`config.mk`:
```
export PLATFORM = sky130hd
export DESIGN_NAME = rv_exec_hazard
export DESIGN_NICKNAME = d
export VERILOG_FILES = /design/src/rtl/rv_pkg.sv /design/src/rtl/rv_alu_core.sv /design/src/rtl/rv_exec_hazard.sv
export SDC_FILE = /design/constraint.sdc
export NUM_CORES = 1
export LEC_CHECK = 0
export BUFFER_PORTS_ARGS = -buffer_cell sky130_fd_sc_hd__buf_2
export CAP_MARGIN = 20
export CORE_MARGIN = 2
export CORE_UTILIZATION = 40
export DETAILED_ROUTE_END_ITERATION = 16
export GPL_TIMING_DRIVEN = 0
export MAX_ROUTING_LAYER = met4
export PLACE_DENSITY = 0.62
export RECOVER_POWER = 50
export SYNTH_ARGS = -nofsm -noshare
export SYNTH_HDL_FRONTEND = slang
export SYNTH_SLANG_ARGS = --single-unit
```
`constraint.sdc`:
```
create_clock -name clk -period 1.24 [get_ports clk]
set_input_delay 0.248 -clock clk [delete_from_list [all_inputs] [get_ports clk]]
set_output_delay 0.248 -clock clk [all_outputs]
set_load 0.1 [all_outputs]
```
`src/rtl/rv_pkg.sv`:
```
// Shared RV32I decode definitions for the execute/hazard slice.
// Holds opcode/funct3 constants, the bubble encoding and the register-field helpers.
package rv_pkg;

  localparam logic [6:0] OPC_LOAD   = 7'b0000011;
  localparam logic [6:0] OPC_STORE  = 7'b0100011;
  localparam logic [6:0] OPC_OP     = 7'b0110011;
  localparam logic [6:0] OPC_OP_IMM = 7'b0010011;
  localparam logic [6:0] OPC_LUI    = 7'b0110111;
  localparam logic [6:0] OPC_AUIPC  = 7'b0010111;
  localparam logic [6:0] OPC_JAL    = 7'b1101111;
  localparam logic [6:0] OPC_JALR   = 7'b1100111;
  localparam logic [6:0] OPC_BRANCH = 7'b1100011;

  localparam logic [2:0] F3_ADD  = 3'b000;
  localparam logic [2:0] F3_SLL  = 3'b001;
  localparam logic [2:0] F3_SLT  = 3'b010;
  localparam logic [2:0] F3_SLTU = 3'b011;
  localparam logic [2:0] F3_XOR  = 3'b100;
  localparam logic [2:0] F3_SR   = 3'b101;
  localparam logic [2:0] F3_OR   = 3'b110;
  localparam logic [2:0] F3_AND  = 3'b111;

  localparam logic [2:0] F3_BEQ  = 3'b000;
  localparam logic [2:0] F3_BNE  = 3'b001;
  localparam logic [2:0] F3_BLT  = 3'b100;
  localparam logic [2:0] F3_BGE  = 3'b101;
  localparam logic [2:0] F3_BLTU = 3'b110;
  localparam logic [2:0] F3_BGEU = 3'b111;

  // All-zero word has opcode 0, so it neither reads nor writes a register.
  localparam logic [31:0] NOP_BUBBLE = 32'h0000_0000;

  typedef enum logic [3:0] {
    ALU_ZERO,
    ALU_ADD,
    ALU_SUB,
    ALU_SLL,
    ALU_SLT,
    ALU_SLTU,
    ALU_XOR,
    ALU_SRL,
    ALU_SRA,
    ALU_OR,
    ALU_AND,
    ALU_PASS_B,
    ALU_JALR
  } alu_op_e;

  function automatic logic [4:0] get_rd(input logic [31:0] ins);
    return ins[11:7];
  endfunction

  function automatic logic [4:0] get_rs1(input logic [31:0] ins);
    return ins[19:15];
  endfunction

  function automatic logic [4:0] get_rs2(input logic [31:0] ins);
    return ins[24:20];
  endfunction

  function automatic logic writes_rd(input logic [31:0] ins);
    logic [6:0] op;
    op = ins[6:0];
    return ((op == OPC_LOAD) || (op == OPC_OP_IMM) || (op == OPC_OP) ||
            (op == OPC_LUI) || (op == OPC_AUIPC) || (op == OPC_JAL) ||
            (op == OPC_JALR)) && (ins[11:7] != 5'd0);
  endfunction

  function automatic logic uses_rs1(input logic [31:0] ins);
    logic [6:0] op;
    op = ins[6:0];
    return (op == OPC_OP) || (op == OPC_OP_IMM) || (op == OPC_LOAD) ||
           (op == OPC_STORE) || (op == OPC_BRANCH) || (op == OPC_JALR);
  endfunction

  function automatic logic uses_rs2(input logic [31:0] ins);
    logic [6:0] op;
    op = ins[6:0];
    return (op == OPC_OP) || (op == OPC_STORE) || (op == OPC_BRANCH);
  endfunction

endpackage

```
`src/rtl/rv_alu_core.sv`:
```
// Combinational ALU datapath: decodes opcode/funct3/funct7[5] into an operation
// and evaluates it on the externally muxed operands. The top registers the result.
module rv_alu_core
  import rv_pkg::*;
#(
  parameter int BITS = 32
) (
  input  logic [6:0]      opcode,
  input  logic [2:0]      funct3,
  input  logic            funct7_b5,
  input  logic [BITS-1:0] alu_a,
  input  logic [BITS-1:0] alu_b,
  output logic [BITS-1:0] alu_res
);

  alu_op_e         alu_op;
  logic [BITS-1:0] sum;
  logic [BITS-1:0] diff;
  logic [4:0]      shamt;

  assign sum   = alu_a + alu_b;
  assign diff  = alu_a - alu_b;
  assign shamt = alu_b[4:0];

  always_comb begin
    alu_op = ALU_ZERO;
    case (opcode)
      OPC_OP, OPC_OP_IMM: begin
        case (funct3)
          // Immediates can set bit 30, so SUB is only legal for register-register ops.
          F3_ADD:  alu_op = ((opcode == OPC_OP) && funct7_b5) ? ALU_SUB : ALU_ADD;
          F3_SLL:  alu_op = ALU_SLL;
          F3_SLT:  alu_op = ALU_SLT;
          F3_SLTU: alu_op = ALU_SLTU;
          F3_XOR:  alu_op = ALU_XOR;
          F3_SR:   alu_op = funct7_b5 ? ALU_SRA : ALU_SRL;
          F3_OR:   alu_op = ALU_OR;
          F3_AND:  alu_op = ALU_AND;
          default: alu_op = ALU_ZERO;
        endcase
      end
      OPC_LOAD, OPC_STORE, OPC_AUIPC, OPC_JAL, OPC_BRANCH: alu_op = ALU_ADD;
      OPC_JALR: alu_op = ALU_JALR;
      OPC_LUI:  alu_op = ALU_PASS_B;
      default:  alu_op = ALU_ZERO;
    endcase
  end

  always_comb begin
    alu_res = '0;
    case (alu_op)
      ALU_ADD:    alu_res = sum;
      ALU_SUB:    alu_res = diff;
      ALU_SLL:    alu_res = alu_a << shamt;
      ALU_SLT:    alu_res = {{(BITS-1){1'b0}}, ($signed(alu_a) < $signed(alu_b))};
      ALU_SLTU:   alu_res = {{(BITS-1){1'b0}}, (alu_a < alu_b)};
      ALU_XOR:    alu_res = alu_a ^ alu_b;
      ALU_SRL:    alu_res = alu_a >> shamt;
      ALU_SRA:    alu_res = $unsigned($signed(alu_a) >>> shamt);
      ALU_OR:     alu_res = alu_a | alu_b;
      ALU_AND:    alu_res = alu_a & alu_b;
      ALU_PASS_B: alu_res = alu_b;
      ALU_JALR:   alu_res = {sum[BITS-1:1], 1'b0};
      default:    alu_res = '0;
    endcase
  end

endmodule

```
`src/rtl/rv_exec_hazard.sv`:
```
// Execute-side control: registered ALU result and branch redirect, plus a RAW
// hazard gate on fetched instructions. Hazard history is built only with RV_HAZARD_EN.
module rv_exec_hazard
  import rv_pkg::*;
#(
  parameter int BITS      = 32,
  parameter int HAZ_DEPTH = 3
) (
  input  logic            clk,
  input  logic            rst_n,
  input  logic [31:0]     instr,
  input  logic [31:0]     ex_instr,
  input  logic [BITS-1:0] alu_a,
  input  logic [BITS-1:0] alu_b,
  input  logic [BITS-1:0] rs1_val,
  input  logic [BITS-1:0] rs2_val,
  output logic [BITS-1:0] res,
  output logic            br,
  output logic            hz,
  output logic [31:0]     hz_in
);

  logic [6:0]      ex_op;
  logic [2:0]      ex_f3;
  logic [BITS-1:0] alu_res;
  logic [BITS-1:0] res_reg;
  logic            br_reg;
  logic            br_next;
  logic            unused_ex;

  assign ex_op     = ex_instr[6:0];
  assign ex_f3     = ex_instr[14:12];
  assign unused_ex = ^{ex_instr[31], ex_instr[29:15], ex_instr[11:7]};

  rv_alu_core #(
    .BITS(BITS)
  ) u_alu_core (
    .opcode    (ex_op),
    .funct3    (ex_f3),
    .funct7_b5 (ex_instr[30]),
    .alu_a     (alu_a),
    .alu_b     (alu_b),
    .alu_res   (alu_res)
  );

  always_comb begin
    br_next = 1'b0;
    case (ex_op)
      OPC_BRANCH: begin
        case (ex_f3)
          F3_BEQ:  br_next = (rs1_val == rs2_val);
          F3_BNE:  br_next = (rs1_val != rs2_val);
          F3_BLT:  br_next = ($signed(rs1_val) < $signed(rs2_val));
          F3_BGE:  br_next = ($signed(rs1_val) >= $signed(rs2_val));
          F3_BLTU: br_next = (rs1_val < rs2_val);
          F3_BGEU: br_next = (rs1_val >= rs2_val);
          default: br_next = 1'b0;
        endcase
      end
      OPC_JAL, OPC_JALR: br_next = 1'b1;
      default: br_next = 1'b0;
    endcase
  end

  always_ff @(posedge clk or negedge rst_n) begin
    if (!rst_n) begin
      res_reg <= '0;
      br_reg  <= 1'b0;
    end else begin
      res_reg <= alu_res;
      br_reg  <= br_next;
    end
  end

  assign res = res_reg;
  assign br  = br_reg;

`ifdef RV_HAZARD_EN
  // Entry 0 holds the instruction issued last cycle; entry HAZ_DEPTH-1 the oldest.
  logic [4:0]           hist_rd_reg [HAZ_DEPTH];
  logic [HAZ_DEPTH-1:0] hist_v_reg;
  logic [HAZ_DEPTH-1:0] match;
  logic [4:0]           src1;
  logic [4:0]           src2;
  logic                 use1;
  logic                 use2;
  logic                 hz_raw;

  assign src1 = get_rs1(instr);
  assign src2 = get_rs2(instr);
  assign use1 = uses_rs1(instr) && (src1 != 5'd0);
  assign use2 = uses_rs2(instr) && (src2 != 5'd0);

  genvar gi;
  generate
    for (gi = 0; gi < HAZ_DEPTH; gi++) begin : g_match
      assign match[gi] = hist_v_reg[gi] &&
                         ((use1 && (src1 == hist_rd_reg[gi])) ||
                          (use2 && (src2 == hist_rd_reg[gi])));
    end
  endgenerate

  assign hz_raw = |match;

  // A redirect squashes the fetched word, so a stall would be meaningless.
  always_comb begin
    hz    = 1'b0;
    hz_in = instr;
    if (br_reg) begin
      hz_in = NOP_BUBBLE;
    end else if (hz_raw) begin
      hz    = 1'b1;
      hz_in = NOP_BUBBLE;
    end
  end

  always_ff @(posedge clk or negedge rst_n) begin
    if (!rst_n) begin
      hist_v_reg <= '0;
      for (int i = 0; i < HAZ_DEPTH; i++) begin
        hist_rd_reg[i] <= 5'd0;
      end
    end else begin
      hist_rd_reg[0] <= get_rd(hz_in);
      hist_v_reg[0]  <= br_reg ? 1'b0 : writes_rd(hz_in);
      for (int i = 1; i < HAZ_DEPTH; i++) begin
        hist_rd_reg[i] <= hist_rd_reg[i-1];
        hist_v_reg[i]  <= br_reg ? 1'b0 : hist_v_reg[i-1];
      end
    end
  end
`else
  assign hz    = 1'b0;
  assign hz_in = br_reg ? NOP_BUBBLE : instr;
`endif

endmodule

```
---- Yosys cells after proc, flatten, opt, wreduce, memory -nomap -nowiden ----
Cells that the tools add are included.
storage, ports and cells
  memory bits (writable) .................. 0
  flip-flop bits (word level) ............. 33
  memories kept ........................... 0
  bits in read-only memories .............. 0
  bits in latches ......................... 0
  logic and storage cells ................. 59
  input bits .............................. 194
  output and inout port bits .............. 66
cells by class
  muxes and demuxes ....................... 8
  add/subtract/negate cells ............... 2
  eq/ne operators ......................... 30
  multiply operators ...................... 0
  shift-type cells ........................ 3
  div/mod/pow operators ................... 0
  reduce and logical (&&, ||, !) cells .... 5
  magnitude comparators ................... 6
  bitwise gates (word level) .............. 3
operator list
  kind                  number
  $pmux W32 S12         1
  $lt A32 B32 Y1        4
  $ge A32 B32 Y1        2
  $add A32 B32 Y32      1
  $and A32 B32 Y32      1
  $eq A32 B32 Y1        1
  $mux W32              1
  $ne A32 B32 Y1        1
  $or A32 B32 Y32       1
  $pmux W4 S8           1
  $shl A32 B5 Y32       1
  $shr A32 B5 Y32       1
  $sshr A32 B5 Y32      1
  $sub A32 B32 Y32      1
  $xor A32 B32 Y32      1
  $eq A7 B6 Y1 const B  3
  $eq A7 B7 Y1 const B  3
  $eq A4 B4 Y1 const B  5
  $eq A4 B3 Y1 const B  4
  $pmux W4 S4           1
  $eq A7 B5 Y1 const B  2
  $eq A3 B3 Y1 const B  4
  $eq A4 B2 Y1 const B  2
  $eq A7 B2 Y1 const B  1
  other kinds (11)      13

---- Logic depth before layout (Yosys ltp) ----
Gate-level depths: netlist of run 1.
  depth in word-level cells ............... 7
  depth in mapped cells ................... 15
  mapped depth without buffers ............ 13

---- Hierarchy ----
Synthesis of run 1 repeated with hierarchy kept, for this count alone.
unflattened totals
  cell total of the unflattened synthesis .. 1,591
  area total of the unflattened synthesis .. 11,315.9 um^2
by module, submodules not included
  module          area an instance (um^2)  seq. area each (um^2)  instances  cells each
  rv_alu_core     9,316.4                  0.0                    1          1,394
  rv_exec_hazard  1,999.4                  825.8                  1          197

---- Least setup slack after synthesis of run 1 ----
Ideal clock, no wire load.
  kind .................................... input to register
  from .................................... in alu_b[2]
  to ...................................... reg res_reg[26] (netlist: res[26])
  setup slack ............................. -2,720 ps
  cell stages on the path ................. 15
  required time ........................... 1,105 ps
  arrival time ............................ 3,825 ps
  path buffers ............................ 4
  library setup time ...................... 135 ps
  cell sequence ........................... clkbuf_1 > clkinv_1 > clkbuf_1 > buf_2 > buf_1 > ha_1 > nor2b_1 > o211ai_1 > a211o_1 > a31oi_1 > o21ai_1 > o41a_1 > o31a_1 > a2111oi_1 > o211ai_1
on the way
  cells in the longest elaborated chain, start to end .. 2
  elaborated cells on any way between the ends .. 6
  those cells by class .................... add/sub (2); shift (3); mux (1)
ends and longest elaborated chain
  what                                            line                  text
  from (decl)                                     rv_exec_hazard.sv:14  input logic [BITS-1:0] alu_b,
  $add A32 B32 Y32, or another cell as far along  rv_alu_core.sv:21     assign sum = alu_a + alu_b;
  $pmux W32 S12 *                                 rv_alu_core.sv:51     case (alu_op)
  named net alu_res[26]                           rv_exec_hazard.sv:25  logic [BITS-1:0] alu_res;
  to (signal assigned)                            rv_exec_hazard.sv:70  res_reg <= alu_res;
  to (decl)                                       rv_exec_hazard.sv:26  logic [BITS-1:0] res_reg;
The timed path passes the listed nets; every way through them passes the cells marked *.

---- Worst setup path in the final report of run 1 ----
  from .................................... in alu_b[2]
  to ...................................... reg res_reg[27] (netlist: res[27])
Same word-level chain as after synthesis.

==> run_results.csv, run 1 <==
group,metric,value,unit
clock_tree,clk_pin_slew_worst_paths,70,ps
die,die_h,171,um
global_routing,grt_pass1_wl,94600,um
sta,maxSlewHeadroom,34.1,%
pwr,p_leak,7.78,nW
pwr,power_density,610,nW/um^2
sta,finalSetupViolations,66,
global_routing,track_usage,45.2,%
worst_setup_path,path_buf_inv,6,
drt,route.detailed.drc,0,
layout,final_util,62.9,%
yosys,syn-num-nets,1854,
drt,wl_per_cell,29.4,um
status,violations,"negative setup slack",
global_routing,grt-ovfl-total,0,
sta,fin_crit,3350,ps
sta,worst_pin_slew,982,ps
die,rows,61,
clock_tree,clock_sinks,33,
sta,rsz0062_at_grt,"true",
drt,wl,67500,um
yosys,synth.most_common_cell,"nor2_1",
layout,syn_to_final_growth,55.6,%
yosys,synth_flop_cell,"dfrtp_1",
clock_tree,numCtsBuffers,5,
place,hpwl,48900,um
flow_run,drv_cap,0,
die,start_util,40.4,%
clock_tree,clk_path_buf_depth,2,
worst_setup_path,worstPathCellList,"buf_8 > clkbuf_16 > clkinv_8 > clkbuf_16 > buf_12 > buf_12 > ha_4 > o211ai_1 > o21a_1 > a2111o_1 > a21oi_4 > o221ai_4 > a21oi_2 > a21oi_2 > a221o_1 > a211o_1",
yosys,yosys-top-cells-area,"ha_1, mux4_2, dfrtp_1",
worst_setup_path,critPathCaptureType,"flip-flop",
place,place_congestion,1.10,
sta,hold_ws,84.3,ps
yosys,synth_area,11200,sq um
drt,num_vias,15661,
sta,fin_ws,-2110,ps
status,status,"finished, violations left",
clock_tree,cts_tree,"built",
place,place_inst,2144,
yosys,synth.avg_cell_area,7.32,sq um
yosys,synth_cells,1529,
pwr,max-vdd-ir-drop,557,uV
yosys,synth_edf_count,0,
drt,drt_iter0_drc,1881,
global_routing,grt_pass1_vias,14608,
die,die-area,29400,sq um
clock_tree,cts.htree.levels,2,
global_routing,grt_max_degree,34,
layout,drive_above_1_share,42.1,%
global_routing,grt_antenna_before_repair,3,
yosys,synth.distinct_cells,102,
worst_setup_path,arrival,3520,ps
yosys,yosys.area.top_type,"ha_1",
yosys,seq_area_frac_synth,7.37,%
worst_setup_path,critPathMaxStageDelay,550,ps
layout,n_fill_cell,2351,
layout,post_layout_nonfiller_instances,2297,
worst_setup_path,cp_max_fo,4,
clock_tree,cts_root_buf,"clkbuf_16",
die,core,27700,sq um
yosys,synth_warnings,0,
worst_setup_path,crit_slowest_cell,"a2111o_1",
worst_setup_path,required,1410,ps
yosys,synth_top_area_share,14.4,%
sta,fmax,0.298,GHz
layout,largest_reg_flops,32,
sta,maxSlewViolCount,0,
worst_setup_path,path_class,"in2reg",
place,port_buffers,237,
die,io_pins,260,
sta,hold_violations,0,
yosys,synth_seq_cells,33,
clock_tree,cts_hold_buf,0,
die,die_x,171,um
worst_setup_path,critPathTopFamily,"compound AO/OA/AOI/OAI gates",
worst_hold_path,hold_class,"in2async",
drt,firstDrtPassIters,6,
yosys,synth_async_sr_flop_share,100,%
yosys,synthTopCellsByCount,"nor2_1, a21oi_1, ha_1",
worst_setup_path,startpoint_type,"primary input",
sta,period_share,270,%
drt,via_per_inst,6.82,
layout,finalNetCount,2238,
drt,ant_nets,0,
place,place_ws,-2960,ps
-- layer usage --
metal	part of all wire [%]	up-vias	track usage, %
met4	8.3	0	29.4
met2	44	1378	70.3
li1	-	6499	-
met1	35	7347	52.2
met3	12	437	10.7
met5	0	-	-
-- placed cells by master (no fill, tap or decap), drive strengths merged, types with 15 or more instances in the layout --
master  instances
o211ai         34
buf           436
a211oi         24
ha            129
nand2         106
clkbuf         58
nor3           42
nand2b         17
nor2b          43
a221oi         20
mux4           42
o21bai         15
mux2i          48
a21o           27
nor2          171
o22ai          16
or3            18
a31oi          16
inv           128
nand3          26
dfrtp          33
mux2           15
a21oi         131
o21ai          94
-- report_power, final --
part           internal (mW)  switching (mW)
Clock                  0.750           0.563
Sequential              1.19          0.0372
Combinational           2.92            5.17
Total                   4.86            5.77
-- layout make-up --
type,instances,area (sq um),area share [%]
Timing Repair Buffer,383,3230,18.5
Tap cell,378,473,2.71
Multi-Input combinational cell,1257,11100,63.8
Sequential cell,33,830,4.76
Antenna cell,5,12.5,0.0718
Buffer,103,1090,6.28
Inverter,130,539,3.09
Clock buffer,8,136,0.783
-- worst paths after layout --
path                       cells past startpoint       to      start  slack, ps
min in group clk                               4  res[25]  alu_b[25]        350
worst max-delay path                          16  res[27]   alu_b[2]      -2110
max in group asynchronous                      1       br      rst_n        460
worst min-delay path                           1  res[21]      rst_n         80
-- through the flow --
stage	power, mW	cell area (sq um)	TNS (ps)
floorplan	5.65	12100	-59540
global placement	7.63	13800	-88440
detailed placement	7.63	13800	-87550
CTS	9.94	16300	-63480
global route	11.0	17400	-72600
finish	10.6	17400	-70100
-- cell families after synthesis --
family | Yosys count | synth area share (%)
buffers and inverters | 239 | 8.94
and+or+nand+nor | 483 | 21.0
AOI/OAI and AO/OA | 530 | 32.9
other | 1 | 0.0335
muxes | 105 | 14.4
xor gates and xnor gates | 7 | 0.547
DFF | 33 | 7.37
adders and majority gates | 131 | 14.8
-- repair_timing --
action	CTS	global route
pin swaps	98	87
resized for setup	435	161
endpoints found under the setup margin	98	66
buffers inserted	87	65
gates cloned	3	0
(Power assumes the default switching activity.)
==> inputs of run 2 (changes only) <==
--- a/config.mk
+++ b/config.mk
@@ -10,7 +10,6 @@
 export CORE_MARGIN = 2
 export CORE_UTILIZATION = 40
 export DETAILED_ROUTE_END_ITERATION = 16
-export GPL_TIMING_DRIVEN = 0
 export MAX_ROUTING_LAYER = met4
 export PLACE_DENSITY = 0.62
 export RECOVER_POWER = 50
==> constraint.sdc (replaced) <==
create_clock -name clk -period 3.2 [get_ports clk]
set_input_delay 0.64 -clock clk [delete_from_list [all_inputs] [get_ports clk]]
set_output_delay 0.64 -clock clk [all_outputs]
set_load 0.1 [all_outputs]
==> run_results.csv, run 2 (synthesis results as in run 1) <==
group,metric,value,unit
worst_setup_path,critPathMaxStageDelay,500,ps
global_routing,track_usage,40.0,%
drt,drt_iter0_drc,1787,
sta,worst_pin_slew,1990,ps
sta,fmax,0.289,GHz
layout,syn_to_final_growth,47.9,%
global_routing,grt_util_met3,5.66,%
die,die_h,171,um
worst_setup_path,required,3370,ps
worst_setup_path,critPathCaptureType,"flip-flop",
drt,firstDrtPassIters,5,
worst_setup_path,crit_slowest_cell,"o41a_1",
clock_tree,cts.htree.levels,2,
pwr,power_density,240,nW/um^2
clock_tree,cts_hold_buf,0,
sta,hold_ws,745,ps
worst_setup_path,worstPathCellList,"buf_8 > inv_4 > ha_4 > inv_2 > fa_2 > nor2b_4 > o211ai_1 > a211o_1 > a31oi_2 > buf_4 > o21ai_4 > o41a_1 > buf_6 > o41a_1 > a311oi_2 > a22oi_1",
layout,finalNetCount,2429,
global_routing,grt_antenna_before_repair,5,
drt,ant_nets,0,
clock_tree,clock_sinks,33,
sta,fin_ws,-256,ps
layout,final_common_cell,"buf_4",
clock_tree,clk_path_buf_depth,2,
global_routing,use_met1,47.5,%
drt,num_vias,15139,
worst_setup_path,cp_max_fo,5,
drt,route.detailed.drc,0,
worst_setup_path,crit_path_frequent_cell,"o41a_1",
status,violations,"max-capacitance violations, max-slew violations, negative setup slack",
die,die-area,29400,sq um
place,place_congestion,1.05,
worst_setup_path,cp-startpoint,"alu_a[0]",
clock_tree,cts_root_buf,"clkbuf_16",
global_routing,grt_pass1_wl,85800,um
sta,finalSetupViolations,6,
clock_tree,clk_pin_slew_worst_paths,70,ps
status,status,"finished, violations left",
drt,via_per_inst,6.08,
die,io_pins,260,
layout,final_util,59.8,%
worst_setup_path,crit_path_end,"res[30]",
die,start_util,40.4,%
worst_hold_path,hold_class,"in2reg",
sta,maxSlewHeadroom,-32.6,%
flow_run,drv_cap,1,
worst_setup_path,path_depth,16,
sta,fin_crit,3460,ps
layout,largest_reg_flops,32,
global_routing,grt_max_degree,69,
sta,tns,-846,ps
drt,wl,58500,um
pwr,total_power,3.97,mW
sta,period_share,108,%
pwr,p_leak,8.02,nW
layout,drive_above_1_share,39.0,%
sta,rsz0062_at_grt,"true",
worst_setup_path,path_class,"in2reg",
drt,wl_per_cell,23.5,um
place,hpwl,47300,um
die,rows,61,
layout,n_fill_cell,2662,
place,port_buffers,237,
sta,maxSlewViolCount,34,
global_routing,grt-ovfl-total,0,
die,core,27700,sq um
clock_tree,numCtsBuffers,5,
global_routing,grt_pass1_vias,14395,
worst_setup_path,startpoint_type,"primary input",
worst_setup_path,path_buf_inv,5,
place,place_ws,-663,ps
global_routing,grt-busiest-layer,"met2",
worst_setup_path,critPathTopFamily,"compound AO/OA/AOI/OAI gates",
worst_setup_path,arrival,3620,ps
sta,hold_violations,0,
global_routing,grt_use_met2,64.2,%
clock_tree,cts_tree,"built",
layout,layout_common_cells,"buf_4, buf_2, nor2_1, a21oi_1, ha_1",
die,die_x,171,um
pwr,max-vdd-ir-drop,177,uV
==> run 2: cell types whose count changed in the layout (fill, tap and decap cells not counted), moves of 33 or more <==
cell     previous run  this run
buf_12             58        10
buf_2             156       202
buf_4             151       420
buf_6              48        10
nor2b_1             8        42
nor2b_4            34         1
==> run 2: per-stage QoR <==
step	instances	cell area [sq um]
after floorplan	1529	11400
after global placement	2449	15700
after detailed placement	2449	15700
after CTS	2462	16100
after global routing	2488	16600
final	2488	16600
==> run 2: what timing repair did <==
action                     CTS  global route
pin swaps                   25            36
gates cloned                 0             2
setup buffers                5            21
hold endpoints to repair     0             0
setup endpoints to repair   14            20
resized for setup           38            66
==> run 2: cell type report <==
cell class	instances	area [sq um]	area share, %
multi-input combinational	1257	9840	59.4
clock buffer	7	153	0.921
antenna	5	12.5	0.0755
clock inverter	1	5.00	0.0302
timing repair buffer	677	4740	28.6
tap	378	473	2.85
sequential	33	826	4.98
inverter	130	510	3.08
==> run 2: report_power, final <==
part | internal, mW | switching, mW
clock network | 0.331 | 0.215
logic | 1.13 | 1.83
registers | 0.460 | 0.0131
total | 1.92 | 2.05
==> run 2: worst min path at each step <==
stage	startpoint	end	cells after the start
5_1_grt	alu_b[21]	res[21]	3
3_3_place_gp	rst_n	res[19]	1
2_1_floorplan	rst_n	br	0
6_report	alu_b[21]	res[21]	3
3_5_place_dp	rst_n	res[23]	1
4_1_cts	rst_n	res[23]	1
==> run 2: metal layers <==
metal	vias up	wire [um]	part of all wire (%)
met4	0	3910	6.7
met5	-	0	0
li1	6882	-	-
met2	928	26700	46
met1	7138	22800	39
met3	191	5040	8.6
